**src/rtl/spinner_sequencer.sv**
```systemverilog
// Rotating "comet" brightness sequencer producing 16-bit PWM duty words per LED.
// Optional macro SPINNER_EXT_STEP_EN replaces the internal prescaler with an external step input.
module spinner_sequencer #(
    parameter int CHANNELS   = 4,
`ifndef SPINNER_EXT_STEP_EN
    parameter int LOG2DELAY  = 20,
`endif
    parameter int RISE_STEP  = 2,
    parameter int DECAY_STEP = 1,
    localparam int HEAD_W    = $clog2(CHANNELS)
) (
    input  logic                    clk,
    input  logic                    rst,
    input  logic                    enable,
    input  logic                    dir,
    input  logic                    frame_sync,
`ifdef SPINNER_EXT_STEP_EN
    input  logic                    step,
`endif
    output logic [16*CHANNELS-1:0]  duty_out,
    output logic                    upd,
    output logic [HEAD_W-1:0]       head_idx,
    output logic                    busy
);

    typedef enum logic [1:0] {S_IDLE, S_RUN, S_DRAIN} state_t;

    localparam logic [4:0]        LEVEL_FULL = 5'd16;
    localparam logic [HEAD_W-1:0] HEAD_ONE   = 1;
    localparam logic [HEAD_W-1:0] HEAD_LAST  = HEAD_W'(CHANNELS - 1);

    state_t            state;
    logic [4:0]        level      [CHANNELS];
    logic [4:0]        level_next [CHANNELS];
    logic [HEAD_W-1:0] head_next;
    logic              tick;
    logic              all_dark;
    logic              leave_drain;

    function automatic logic [4:0] rise(input logic [4:0] l);
        int v;
        v = int'(l) + RISE_STEP;
        return (v > 16) ? LEVEL_FULL : 5'(v);
    endfunction

    function automatic logic [4:0] decay(input logic [4:0] l);
        int v;
        v = int'(l) - DECAY_STEP;
        return (v < 0) ? 5'd0 : 5'(v);
    endfunction

    // Exponential brightness: level n lights the low n bits of the duty word.
    function automatic logic [15:0] duty_of(input logic [4:0] l);
        logic [16:0] full;
        full = 17'd1 << l;
        return 16'(full - 17'd1);
    endfunction

`ifdef SPINNER_EXT_STEP_EN
    assign tick = step && (state != S_IDLE);
`else
    localparam logic [LOG2DELAY-1:0] PRE_MAX = '1;
    localparam logic [LOG2DELAY-1:0] PRE_ONE = 1;

    logic [LOG2DELAY-1:0] prescaler;

    assign tick = (state != S_IDLE) && (prescaler == PRE_MAX);
`endif

    // NOTE: every variable gets a default before any branch so no latch is inferred.
    always_comb begin
        head_next  = head_idx;
        level_next = level;
        if (tick && state == S_RUN) begin
            if (level[head_idx] == LEVEL_FULL) begin
                if (dir)
                    head_next = (head_idx == '0) ? HEAD_LAST : head_idx - HEAD_ONE;
                else
                    head_next = (head_idx == HEAD_LAST) ? '0 : head_idx + HEAD_ONE;
            end
            for (int n = 0; n < CHANNELS; n++)
                level_next[n] = (HEAD_W'(n) == head_next) ? rise(level[n]) : decay(level[n]);
        end else if (tick && state == S_DRAIN) begin
            for (int n = 0; n < CHANNELS; n++)
                level_next[n] = decay(level[n]);
        end
        all_dark = 1'b1;
        for (int n = 0; n < CHANNELS; n++)
            if (level_next[n] != 5'd0) all_dark = 1'b0;
        leave_drain = (state == S_DRAIN) && !enable && all_dark;
    end

    // NOTE: sequential state uses non-blocking assignments so every register samples pre-edge values.
    always_ff @(posedge clk) begin
        if (rst) begin
            state    <= S_IDLE;
            head_idx <= '0;
            duty_out <= '0;
            upd      <= 1'b0;
            busy     <= 1'b0;
            // NOTE: the level array is small register state, so it is reset like any other flop.
            for (int n = 0; n < CHANNELS; n++) level[n] <= 5'd0;
`ifndef SPINNER_EXT_STEP_EN
            prescaler <= '0;
`endif
        end else begin
            for (int n = 0; n < CHANNELS; n++) level[n] <= level_next[n];
            head_idx <= head_next;

            // Shadow load uses the levels as they stood before this cycle's tick.
            upd <= frame_sync;
            if (frame_sync)
                for (int n = 0; n < CHANNELS; n++) duty_out[16*n +: 16] <= duty_of(level[n]);

            unique case (state)
                S_IDLE: if (enable) begin
                    state <= S_RUN;
                    busy  <= 1'b1;
                end
                S_RUN: if (!enable) state <= S_DRAIN;
                S_DRAIN: begin
                    if (enable) begin
                        state <= S_RUN;
                    end else if (all_dark) begin
                        state <= S_IDLE;
                        busy  <= 1'b0;
                    end
                end
                default: begin
                    state <= S_IDLE;
                    busy  <= 1'b0;
                end
            endcase

`ifndef SPINNER_EXT_STEP_EN
            if (state == S_IDLE || leave_drain)
                prescaler <= '0;
            else
                prescaler <= prescaler + PRE_ONE;
`endif
        end
    end

endmodule

```
**config.mk**
```make
export PLATFORM = sky130hd
export DESIGN_NAME = spinner_sequencer
export DESIGN_NICKNAME = d
export VERILOG_FILES = /design/src/rtl/spinner_sequencer.sv
export SDC_FILE = /design/constraint.sdc
export NUM_CORES = 1
export LEC_CHECK = 0
export BUFFER_PORTS_ARGS = -buffer_cell sky130_fd_sc_hd__buf_4
export CAP_MARGIN = 20
export CORE_MARGIN = 10
export CORE_UTILIZATION = 60
export DETAILED_ROUTE_END_ITERATION = 10
export GPL_TIMING_DRIVEN = 0
export PLACE_DENSITY = 0.8
export SLEW_MARGIN = 5
export SYNTH_ARGS = -nofsm -noshare
export SYNTH_HDL_FRONTEND = slang
export SYNTH_SLANG_ARGS = --single-unit
```
**constraint.sdc**
```tcl
create_clock -name clk -period 8.63 [get_ports clk]
set_input_delay 0.863 -clock clk [delete_from_list [all_inputs] [get_ports clk]]
set_output_delay 0.863 -clock clk [all_outputs]
set_load 0.01 [all_outputs]
```
After elaboration in Yosys (flattened, before gate mapping)
Index checks and enable logic that the tools add are counted.
Word-level totals
  register bits after elaboration: 110
  memories: 0
  bits in writable memories: 0
  output and inout bits: 68
  latch bits: 0
  memory bits (read-only): 0
  word-level logic and storage cells: 106
  input bits: 5
Operators by class
  divide/modulo/power cells: 0
  mux-type cells: 35
  equal/unequal tests: 13
  multipliers: 0
  reduce and logical (&&, ||, !) cells: 18
  bitwise operators: 2
  add/sub/neg operators: 15
  shifts and indexed selects: 4
  $lt $le $gt $ge: 9
Operators by type and width (number)
  $mux W5: 14
  $shl A1 B5 Y16 const A: 4
  $sub A16 B1 Y16 const B: 4
  $mux W20: 2
  $add A5 B2 Y6 const B: 4
  $gt A6 B5 Y1 const B: 4
  $lt A6 B1 Y1 const B: 4
  $sub A5 B1 Y6 const B: 4
  $add A20 B1 Y20 const B: 1
  $eq A20 B20 Y1 const B: 1
  $reduce_bool A5 Y1: 4
  $mux W2: 9
  $bmux W5 S2: 1
  $ne A2 B2 Y1 const B: 4
  $mux W1: 7
  $logic_not A2 Y1: 3
  $pmux W2 S3: 1
  $eq A5 B5 Y1 const B: 1
  $logic_and A1 B1 Y1: 5
  $eq A2 B2 Y1 const A: 2
  $eq A2 B2 Y1 const B: 2
  $reduce_and A4 Y1: 1
  $ge A3 B3 Y1 const B: 1
  $ne A3 B3 Y1 const B: 1
  12 further kinds: 12

Logic depth before layout (Yosys ltp)
Gate-level depths: netlist (run 1).
  word-level depth: 18
  depth in mapped cells: 14
  mapped depth without buffers: 11

Least setup slack after synthesis (run 1)
No wires, ideal clock.
  path kind: reg2reg
  start: reg head_idx[1]
  end: reg prescaler[1]
  path buffers: 2
  period minus slack after synthesis: 3637 ps
  slack: 4993 ps
  data required time: 8491 ps
  setup time: 139 ps
  stages on the path, launching flop included: 14
  arrival time: 3498 ps
  cells stage by stage: dfxtp_1 > inv_2 > ha_1 > clkbuf_1 > and3b_1 > o311a_1 > a31o_1 > nor2_1 > mux2i_1 > a31oi_1 > or4b_4 > nor4b_4 > buf_6 > nor3b_2
On the way
  cells in the longest elaborated chain, start to end: 18
  elaborated cells on any way between the ends: 34
  those cells by class: 2 x add/sub; 5 x eq/ne; 17 x mux; 1 x bitwise; 9 x reduce/logical
RTL lines
  start: declaration: RTL line 22  | output logic [HEAD_W-1:0] head_idx,
  start signal: assignment: RTL line 108  | head_idx <= head_next;
  $not A2 Y3 (implied by the code): RTL line 75  | if (level[head_idx] == LEVEL_FULL) begin
  $bmux W5 S2: RTL line 75
  $mux W5 (implied by the code) (2 in a row): RTL line 75
  $eq A5 B5 Y1: RTL line 75
  $mux W2 *: RTL line 75
  $mux W2 *: RTL line 74  | if (tick && state == S_RUN) begin
  $logic_not A2 Y1: RTL line 82  | level_next[n] = (HEAD_W'(n) == head_next) ? rise(level[n]) : decay(level[n]);
  $mux W5: RTL line 82
  $mux W20 *: RTL line 74
  $reduce_bool A5 Y1: RTL line 89  | if (level_next[n] != 5'd0) all_dark = 1'b0;
  $mux W1 (3 in a row): RTL line 89
  $mux W1 *: RTL line 89
  $logic_and A1 B1 Y1 *: RTL line 90  | leave_drain = (state == S_DRAIN) && !enable && all_dark;
  $logic_or A1 B1 Y1 *: RTL line 136  | if (state == S_IDLE || leave_drain)
  $reduce_or A2 Y1 (no source line) *
  end signal: assignment: RTL line 139  | prescaler <= prescaler + PRE_ONE;
  end: declaration: RTL line 65  | logic [LOG2DELAY-1:0] prescaler;
Every way passes the cells marked *; elsewhere a longest branch is shown, timed or not. The select of a mux whose other input is x is not followed.
A chain may end at the register's enable or synchronous reset.

Worst setup path in the final report (run 1)
  start: reg level[2] (netlist bit)
  end: reg prescaler[15]
On the way
  cells in the longest elaborated chain, start to end: 17
  elaborated cells on any way between the ends: 33
  those cells by class: 2 x add/sub; 2 x order compare; 4 x eq/ne; 17 x mux; 8 x reduce/logical
RTL lines
  start: declaration: RTL line 33  | logic [4:0] level [CHANNELS];
  $bmux W5 S2: RTL line 75
  $mux W5 (implied by the code) (2 in a row): RTL line 75
  $eq A5 B5 Y1: RTL line 75
  $mux W2: RTL line 75
  $mux W2: RTL line 74
  $logic_not A2 Y1: RTL line 82
  $mux W5: RTL line 82
  $mux W20 *: RTL line 74
  $reduce_bool A5 Y1: RTL line 89
  $mux W1 (3 in a row): RTL line 89
  $mux W1 *: RTL line 89
  $logic_and A1 B1 Y1 *: RTL line 90
  $logic_or A1 B1 Y1 *: RTL line 136
  $reduce_or A2 Y1 (no source line) *
Marks and branches as above.

==> results.ini, run 1 <==
[synthesis]
synth_ff_type = dfxtp_1
synthesis.nets = 1077
synth_cell_type_count = 82
yosys-top-cells-area = dfxtp_1 28%, nor2_1 7.2%, ha_1 6.2%
syn-cell-area_um2 = 7860
synthCells = 1033
avgSynthCellArea_um2 = 7.61
ys.warnings.count = 0
yosys-top-cells-count = 151 x nor2_1, 110 x dfxtp_1, 90 x nand2_1
ys_seq_elements = 110
synth_top_area_frac = 0.280
async_flop_share = 0
synth_edf_count = 0
yosysMostFrequentCell = nor2_1
yosysSeqAreaShare = 0.280
yosys.area.top_type = dfxtp_1

[global_routing]
grt_pass1_vias = 7313
antenna_found_initial = 0
grt_pass1_wl_um = 37400
grt_max_degree = 18
gr-usage-all-layers = 0.248
grt_overflow = 0

[outcome]
status = complete, no violations

[final_layout]
nets = 1158
drive_gt1_frac = 0.130
synthToLayoutAreaGrowth_pct = 13.1
n_antenna_cell = 0
final_util = 0.698
fin_cells = 1291

[die]
die_w_um = 134
die-height_um = 134
rows = 41
io_pins = 73
core_area_um2 = 12700
start_util = 0.618
die_area_um2 = 18100

[critical_path]
crit_arrival_ns = 4.51
cpLargestDelayFamily = simple AND/OR/NAND/NOR gates
crit_chain = clkbuf_1 -> inv_2 -> ha_1 -> a21boi_1 -> a2111oi_0 -> and4_1 -> a211o_1 -> nor3_1 -> a21boi_1 -> or4b_4 -> nor4b_4 -> buf_6 -> nor3_2
path_depth = 13
rrSetupSlack_ns = 4.34
path_max_fanout = 10
worstSetupEndpoint = prescaler[15]
critPathMostFrequentCell = a21boi_1
r2r-start = level[2]
r2r_end = prescaler[15]
cp.required_ns = 8.85
crit_path_start_kind = flop
path_buf_inv = 3
cp-end-kind = flop
cpPeakStageDelay_ns = 0.54
cp-startpoint = level[2]
timing_worst_setup_path_type = reg2reg
slowest_stage = or4b_4
reg2reg_depth = 13

[run]
maxCapViolations = 0

[cts]
cts_made_buffers = 9
ctsResizeCount = 0
clock_path_buffers = 2
cts.hold.buffers_added = 0
clock-sinks = 110
clkTransAtPathRegs_ns = 0.08
htreeDepth = 3
cts_tree = yes
cts_setup_buffers = 0
clock_latency_ns = 0.36
clock-root-buffer = clkbuf_16

[routing]
drtPass1Iterations = 6
drt-total-wl_um = 23000
vias_per_cell = 6.25
postRouteAntennaNets = 0
drt_iter0_drc = 764
post_drt_wl_per_cell_um = 17.8
num_vias = 8072
drc_errors = 0

[pwr]
cellPowerDensity_nw_per_um2 = 116
p_leak_nw = 3.33
irDropWorstVdd_v = 0.0000845

[min_path]
holdCritPathClass = reg2reg

[placement]
dpl.cell_count = 1275
dp_hpwl_um = 16900
io_buffers = 70
place.gp.congestion = 0.996

[timing]
report.final.slew_viol_count = 0
fin_setup_tns_ns = 0
finalClockSkew_ns = 0.00758
fin_crit_ns = 4.29
hold_viol = 0
maxSlewHeadroom = 0.403
rsz0062_at_grt = false
fmax_mhz = 233
setup_viol = 0
worst_slew_pin_slew_ns = 0.895
final_min_period_over_clock_period = 0.498

## where the power goes
group          leakage [nW]  switching [mW]  internal [mW]
sequential            0.896         0.00826          0.521
clock                 0.139           0.203          0.213
combinational          2.29          0.0536         0.0346
## routing by layer
metal / global-route usage / vias to the layer above / wire [um]
met4: 0.0937 / 0 / 605
met1: 0.330 / 3744 / 10000
met2: 0.389 / 364 / 10400
met3: 0.0463 / 54 / 1900
li1: - / 3910 / -
met5: 0 / - / 0
## tightest hold or removal path, stage by stage, from the launching register on
cell	delay, ns
dfxtp_1	0.32
nand2b_1	0.06
a21oi_1	0.06
## flip-flops by register name, summed over array words and instances (netlist names)
name       flops
prescaler     20
duty_out      64
busy           1
upd            1
state          2
level         20
head_idx       2
## cells in the final DEF (no fill, tap or decap), types with 17 or more instances in the layout
cell | synthesis | routed
mux2i_1 | 17 | 17
buf_4 | 0 | 70
xnor2_1 | 18 | 18
nand4_1 | 17 | 17
nor3_2 | 23 | 23
clkbuf_1 | 67 | 68
a21oi_1 | 62 | 62
a211oi_1 | 45 | 45
dfxtp_1 | 110 | 110
ha_1 | 39 | 39
nand2_1 | 90 | 90
nor2_1 | 151 | 151
a311oi_1 | 24 | 24
o21ai_0 | 44 | 44
xor2_1 | 20 | 20
nor3_1 | 34 | 34
inv_1 | 23 | 23
nand3_1 | 31 | 31
## worst min path at each step
stage	start	endpoint	slack [ns]	depth (start not counted)
after floorplan	prescaler[0]	prescaler[0]	0.48	1
after global placement	duty_out[10]	duty_out[10]	0.46	2
after detailed placement	duty_out[24]	duty_out[24]	0.46	2
after CTS	duty_out[24]	duty_out[24]	0.47	2
after global routing	duty_out[24]	duty_out[24]	0.49	2
final	duty_out[14]	duty_out[14]	0.48	2
## through the flow
| stage | cell area [um2] | hold slack (ns) | setup slack [ns] | power [mW] |
|---|---|---|---|---|
| 6_report | 8890 | 0.476 | 4.34 | 1.03 |
| 3_5_place_dp | 8600 | 0.461 | 4.50 | 0.630 |
| 2_1_floorplan | 7860 | 0.480 | 4.99 | 0.590 |
| 5_1_grt | 8890 | 0.489 | 4.10 | 1.07 |
| 4_1_cts | 8890 | 0.472 | 4.47 | 1.04 |
| 3_3_place_gp | 8600 | 0.457 | 4.51 | 0.629 |
## final cells by class
type | instances | area [um2]
Buffer | 76 | 302
Timing Repair Buffer | 70 | 526
Fill cell | 1140 | 3840
Sequential cell | 110 | 2200
Tap cell | 172 | 215
Clock inverter | 4 | 30.0
Clock buffer | 12 | 256
Multi-Input combinational cell | 820 | 5250
Inverter | 27 | 101
## kinds of logic after synthesis
logic type | count (synthesis) | synth area share
adders and majority gates | 39 | 0.0621
AOI/OAI and AO/OA | 263 | 0.228
DFF | 110 | 0.280
muxes | 23 | 0.0317
buffers and inverters | 103 | 0.0513
and+or+nand+nor | 457 | 0.304
xor gates and xnor gates | 38 | 0.0424
No activity file was read; power rests on OpenSTA's default activity.
==> inputs of run 2 (changes only) <==
CORE_UTILIZATION = 55   (was 60)
PLACE_DENSITY = 0.78   (was 0.8)
clock period = 3.6 ns   (was 8.63 ns; I/O delays follow)
==> results.ini, run 2 (synthesized netlist as in run 1, its figures left out) <==
[timing]
whs_ns = 0.177
hold_viol = 0
worst_slew_pin_slew_ns = 0.901
setup_viol = 0
report.final.slew_viol_count = 0
final_min_period_over_clock_period = 0.978
maxSlewHeadroom = 0.400
fin_crit_ns = 3.52
finalClockSkew_ns = 0.00710
fmax_mhz = 284
worst_slack_ns = 0.0809

[run]
maxCapViolations = 0

[min_path]
hp-start = enable
hold_path_end = state[1]
holdCritPathClass = in2reg
min_path_cells = 2

[final_layout]
mostFrequentLayoutCell = nor2_1
final_cell_mix = 149 x nor2_1, 97 x dfxtp_1, 89 x nand2_1
largest_registers = duty_out: 64 flops, level: 20 flops, prescaler: 20 flops
largest-register = duty_out
largest_register_ffs = 64
n_antenna_cell = 0
synthToLayoutAreaGrowth_pct = 18.8
drive_gt1_frac = 0.192
nets = 1172

[outcome]
status = complete, no violations

[global_routing]
grt_pass1_vias = 7279
antenna_found_initial = 0
gr-usage-all-layers = 0.227
grt_use_met1 = 0.301
grt_pass1_wl_um = 37600
top_usage_layer = met2
grtUsageMet2 = 0.365
grt_max_degree = 18
use_met3 = 0.0436
grt_overflow = 0

[critical_path]
crit_arrival_ns = 3.74
rrSetupSlack_ns = 0.08
cp.required_ns = 3.82
crit_chain = buf_4 -> ha_1 -> or4_1 -> o211ai_1 -> buf_4 -> nand4_1 -> a21oi_1 -> o32ai_1 -> a21boi_2 -> or4b_4 -> nor4b_4 -> buf_4 -> buf_6 -> nor3_2
path_buf_inv = 4
r2r-start = head_idx[0]
timing_worst_setup_path_type = reg2reg
cpPeakStageDelay_ns = 0.54
path_max_fanout = 7
crit_path_start_kind = flop
cpLargestDelayFamily = simple AND/OR/NAND/NOR gates
reg2reg_depth = 14
r2r_end = prescaler[19]
critPathMostFrequentCell = buf_4
cp-end-kind = flop
slowest_stage = or4_1

[pwr]
p_leak_nw = 3.54
cellPowerDensity_nw_per_um2 = 270
irDropWorstVdd_v = 0.000240

[die]
die_w_um = 140
die_area_um2 = 19500
rows = 43
start_util = 0.564
io_pins = 73
core_area_um2 = 13900
die-height_um = 140

[placement]
dp_hpwl_um = 17000
io_buffers = 70
place_ws_ns = -0.560
place.gp.congestion = 1.00

[routing]
drt_iter0_drc = 842
post_drt_wl_per_cell_um = 18.1
num_vias = 8115
postRouteAntennaNets = 0
drt-total-wl_um = 23700
vias_per_cell = 6.18
drc_errors = 0
drtPass1Iterations = 5

[cts]
clkTransAtPathRegs_ns = 0.08
clock-sinks = 110
clock_latency_ns = 0.36
cts_made_buffers = 9
htreeDepth = 3
cts_tree = yes
clock-root-buffer = clkbuf_16
cts.hold.buffers_added = 0
clock_path_buffers = 2

==> run 2: cell count changes in the layout (fill, tap and decap cells not counted), moves of 4 or more <==
cell and delta:
buf_4 +14, dfxtp_1 -13, clkbuf_1 -10, dfxtp_2 +8
buf_6 +6, dfxtp_4 +5, ha_1 -5, inv_1 -5
nor3_1 -4, nor4_1 -4
==> run 2: how the worst max path moves through the flow <==
stage	from	end	slack [ns]	cells past startpoint
3_3_place_gp	level[2]	prescaler[0]	-0.58	13
3_5_place_dp	level[2]	prescaler[16]	-0.56	13
4_1_cts	level[17]	prescaler[13]	0.0002	14
5_1_grt	head_idx[0]	state[1]	-0.03	13
6_report	head_idx[0]	prescaler[19]	0.08	14
2_1_floorplan	head_idx[1]	prescaler[1]	0.07	13
==> run 2: layout make-up <==
type	count	area, um2
clock inverter	5	58.8
inverter	27	118
buffer	74	345
fill	1231	4600
tap	180	225
multi-input combinational	820	5460
timing repair buffer	86	653
clock buffer	11	243
sequential	110	2230
==> run 2: routing by layer <==
metal  wire length, um  vias to the layer above  share of wire
li1                  -                     3943              -
met1             10400                     3767           0.44
met2             11000                      370           0.46
met3              1890                       35          0.079
met4               431                        0          0.018
met5                 0                        -              0
==> run 2: power breakdown <==
part	leakage [nW]	total [mW]	switching, mW	internal [mW]
sequential	0.905	1.27	0.0195	1.25
clock	0.142	1.04	0.478	0.560
combinational	2.50	0.220	0.132	0.0880
==> run 2: stage by stage <==
| stage | TNS, ns | instance area [um2] | utilization | power [mW] | instances |
|---|---|---|---|---|---|
| global placement | -12.02 | 8610 | 0.618 | 1.51 | 1283 |
| floorplan | 0 | 7860 | - | 1.41 | 1033 |
| finish | 0 | 9330 | 0.670 | 2.52 | 1313 |
| global route | -0.335 | 9330 | 0.670 | 2.60 | 1313 |
| detailed placement | -11.53 | 8610 | 0.618 | 1.51 | 1283 |
| CTS | 0 | 9060 | 0.650 | 2.54 | 1307 |
==> run 2: what timing repair did <==
action                     in CTS  in global routing
gates cloned                    2                  0
gates resized for setup        30                 73
pin swaps                       2                 11
buffers inserted                7                  7
setup endpoints to repair      22                 26
==> inputs of run 3 (changes only) <==
CORE_UTILIZATION = 65   (was 55)
PLACE_DENSITY = 0.86   (was 0.78)
clock period = 4.3 ns   (was 3.6 ns; I/O delays follow)
==> results.ini, run 3 (synthesized netlist as in run 1, its figures left out) <==
[outcome]
status = complete, no violations

[critical_path]
critPathMostFrequentCell = a21boi_1
path_max_fanout = 10
r2r-start = level[2]
cp-startpoint = level[2]
reg2reg_depth = 13
cp-end-kind = flop
crit_arrival_ns = 4.28
cp.required_ns = 4.53
rrSetupSlack_ns = 0.25
crit_chain = clkbuf_2 -> inv_2 -> ha_1 -> a21boi_1 -> a2111oi_0 -> and4_1 -> a211o_1 -> nor3_1 -> a21boi_1 -> or4b_4 -> nor4b_4 -> buf_6 -> nor3_2
r2r_end = prescaler[13]
timing_worst_setup_path_type = reg2reg
slowest_stage = or4b_4
cpPeakStageDelay_ns = 0.54
crit_path_start_kind = flop

[pwr]
p_leak_nw = 3.33
irDropWorstVdd_v = 0.000194
cellPowerDensity_nw_per_um2 = 233
total_power_mw = 2.06

[final_layout]
final_cell_mix = 151 x nor2_1, 110 x dfxtp_1, 90 x nand2_1
nets = 1157
final_util = 0.743
largest_register_ffs = 64
n_antenna_cell = 0
largest-register = duty_out
nFillCells = 982
design_area_um2 = 8850
drive_gt1_frac = 0.131
largest_registers = duty_out: 64 flops, level: 20 flops, prescaler: 20 flops
mostFrequentLayoutCell = nor2_1
synthToLayoutAreaGrowth_pct = 12.6

[placement]
io_buffers = 70
place.gp.congestion = 1.01
placed_cell_area_um2 = 8570
dp_hpwl_um = 16700

[routing]
vias_per_cell = 6.43
route.top_layer_used = met4
postRouteAntennaNets = 0
drtPass1Iterations = 6
drt-total-wl_um = 22600
drc_errors = 0
wl_met1_um = 9490
num_vias = 8138
wl_met2_um = 10400
route.met3.wl_um = 2000
post_drt_wl_per_cell_um = 17.8
drt_iter0_drc = 989

[timing]
worst_slew_pin_slew_ns = 0.902
setup_viol = 0
maxSlewHeadroom = 0.399
fmax_mhz = 247
fin_setup_tns_ns = 0
finalClockSkew_ns = 0.0125
hold_viol = 0
final_min_period_over_clock_period = 0.941
report.final.slew_viol_count = 0
rsz0062_at_grt = false
fin_crit_ns = 4.05

[cts]
clock-root-buffer = clkbuf_16
clock-sinks = 110
cts_setup_buffers = 0
htreeDepth = 3
cts_tree = yes
cts_made_buffers = 9
clock_latency_ns = 0.37
clock_path_buffers = 2
clkTransAtPathRegs_ns = 0.08

[min_path]
hp-start = enable
hold_path_end = state[1]
min_path_cells = 2
holdCritPathClass = in2reg

[global_routing]
grt_pass1_vias = 7310
grt_max_degree = 20
grt_overflow = 0
antenna_found_initial = 0
gr-usage-all-layers = 0.261
grt_pass1_wl_um = 36400

[die]
io_pins = 73
die_area_um2 = 16900
rows = 40
die-height_um = 130
die_w_um = 130
start_util = 0.660
core_area_um2 = 11900

[run]
maxCapViolations = 0

## run 3: cell types whose count changed in the layout (fill, tap and decap cells not counted), moves of 4 or more
cell	before	now
clkbuf_1	58	66
dfxtp_4	5	0
dfxtp_1	97	110
nor4_1	8	12
buf_6	8	2
nor3_1	30	34
buf_4	84	70
ha_1	34	39
inv_1	18	23
dfxtp_2	8	0
## run 3: worst max path at each step
| stage | slack, ns | to | depth (start not counted) |
|---|---|---|---|
| 5_1_grt | 0.09 | prescaler[8] | 13 |
| 2_1_floorplan | 0.66 | prescaler[1] | 13 |
| 3_5_place_dp | 0.17 | prescaler[13] | 13 |
| 4_1_cts | 0.14 | prescaler[8] | 13 |
| 3_3_place_gp | 0.21 | prescaler[0] | 13 |
| 6_report | 0.25 | prescaler[13] | 13 |
## run 3: final cells by class
cell class              instances  area, um2  area share
repair buffers                 70        526      0.0594
clock inverters                 6       51.3     0.00580
well taps                     147        184      0.0208
flip-flops and latches        110       2200       0.249
clock buffers                  10        229      0.0259
inverters                      27        101      0.0115
plain buffers                  75        299      0.0338
multi-input cells             820       5250       0.594
## run 3: what timing repair did
action / CTS / global route
setup endpoints to repair: 0 / 20
hold buffers: 0 / 0
resized for setup: 0 / 3
## run 3: through the flow
step                      hold slack, ns  setup WS, ns  std cells
after floorplan                    0.480         0.663       1033
after global placement             0.457         0.212       1250
after detailed placement           0.460         0.172       1250
after CTS                          0.250         0.145       1266
after global routing               0.260        0.0902       1265
final                              0.247         0.252       1265
## run 3: power breakdown
group          total (mW)  internal, mW  switching [mW]  leakage, nW
logic               0.177        0.0695           0.107         2.29
registers            1.06          1.05          0.0165        0.896
clock network       0.822         0.405           0.417        0.140
total                2.06          1.52           0.541         3.33
## run 3: routing by layer
layer | global-route usage | vias up
li1 | - | 3906
met1 | 0.344 | 3715
met2 | 0.418 | 443
met3 | 0.0373 | 74
met4 | 0.114 | 0
met5 | 0 | -
## run 3: worst max-delay path: cells and delay by family, from the launching register on
kind / cells / cell delay [ns]
adders and majority gates: 1 / 0.20
and+or+nand+nor: 5 / 1.48
buffers and inverters: 3 / 0.64
AOI/OAI and AO/OA: 4 / 1.21
DFF: 1 / 0.39
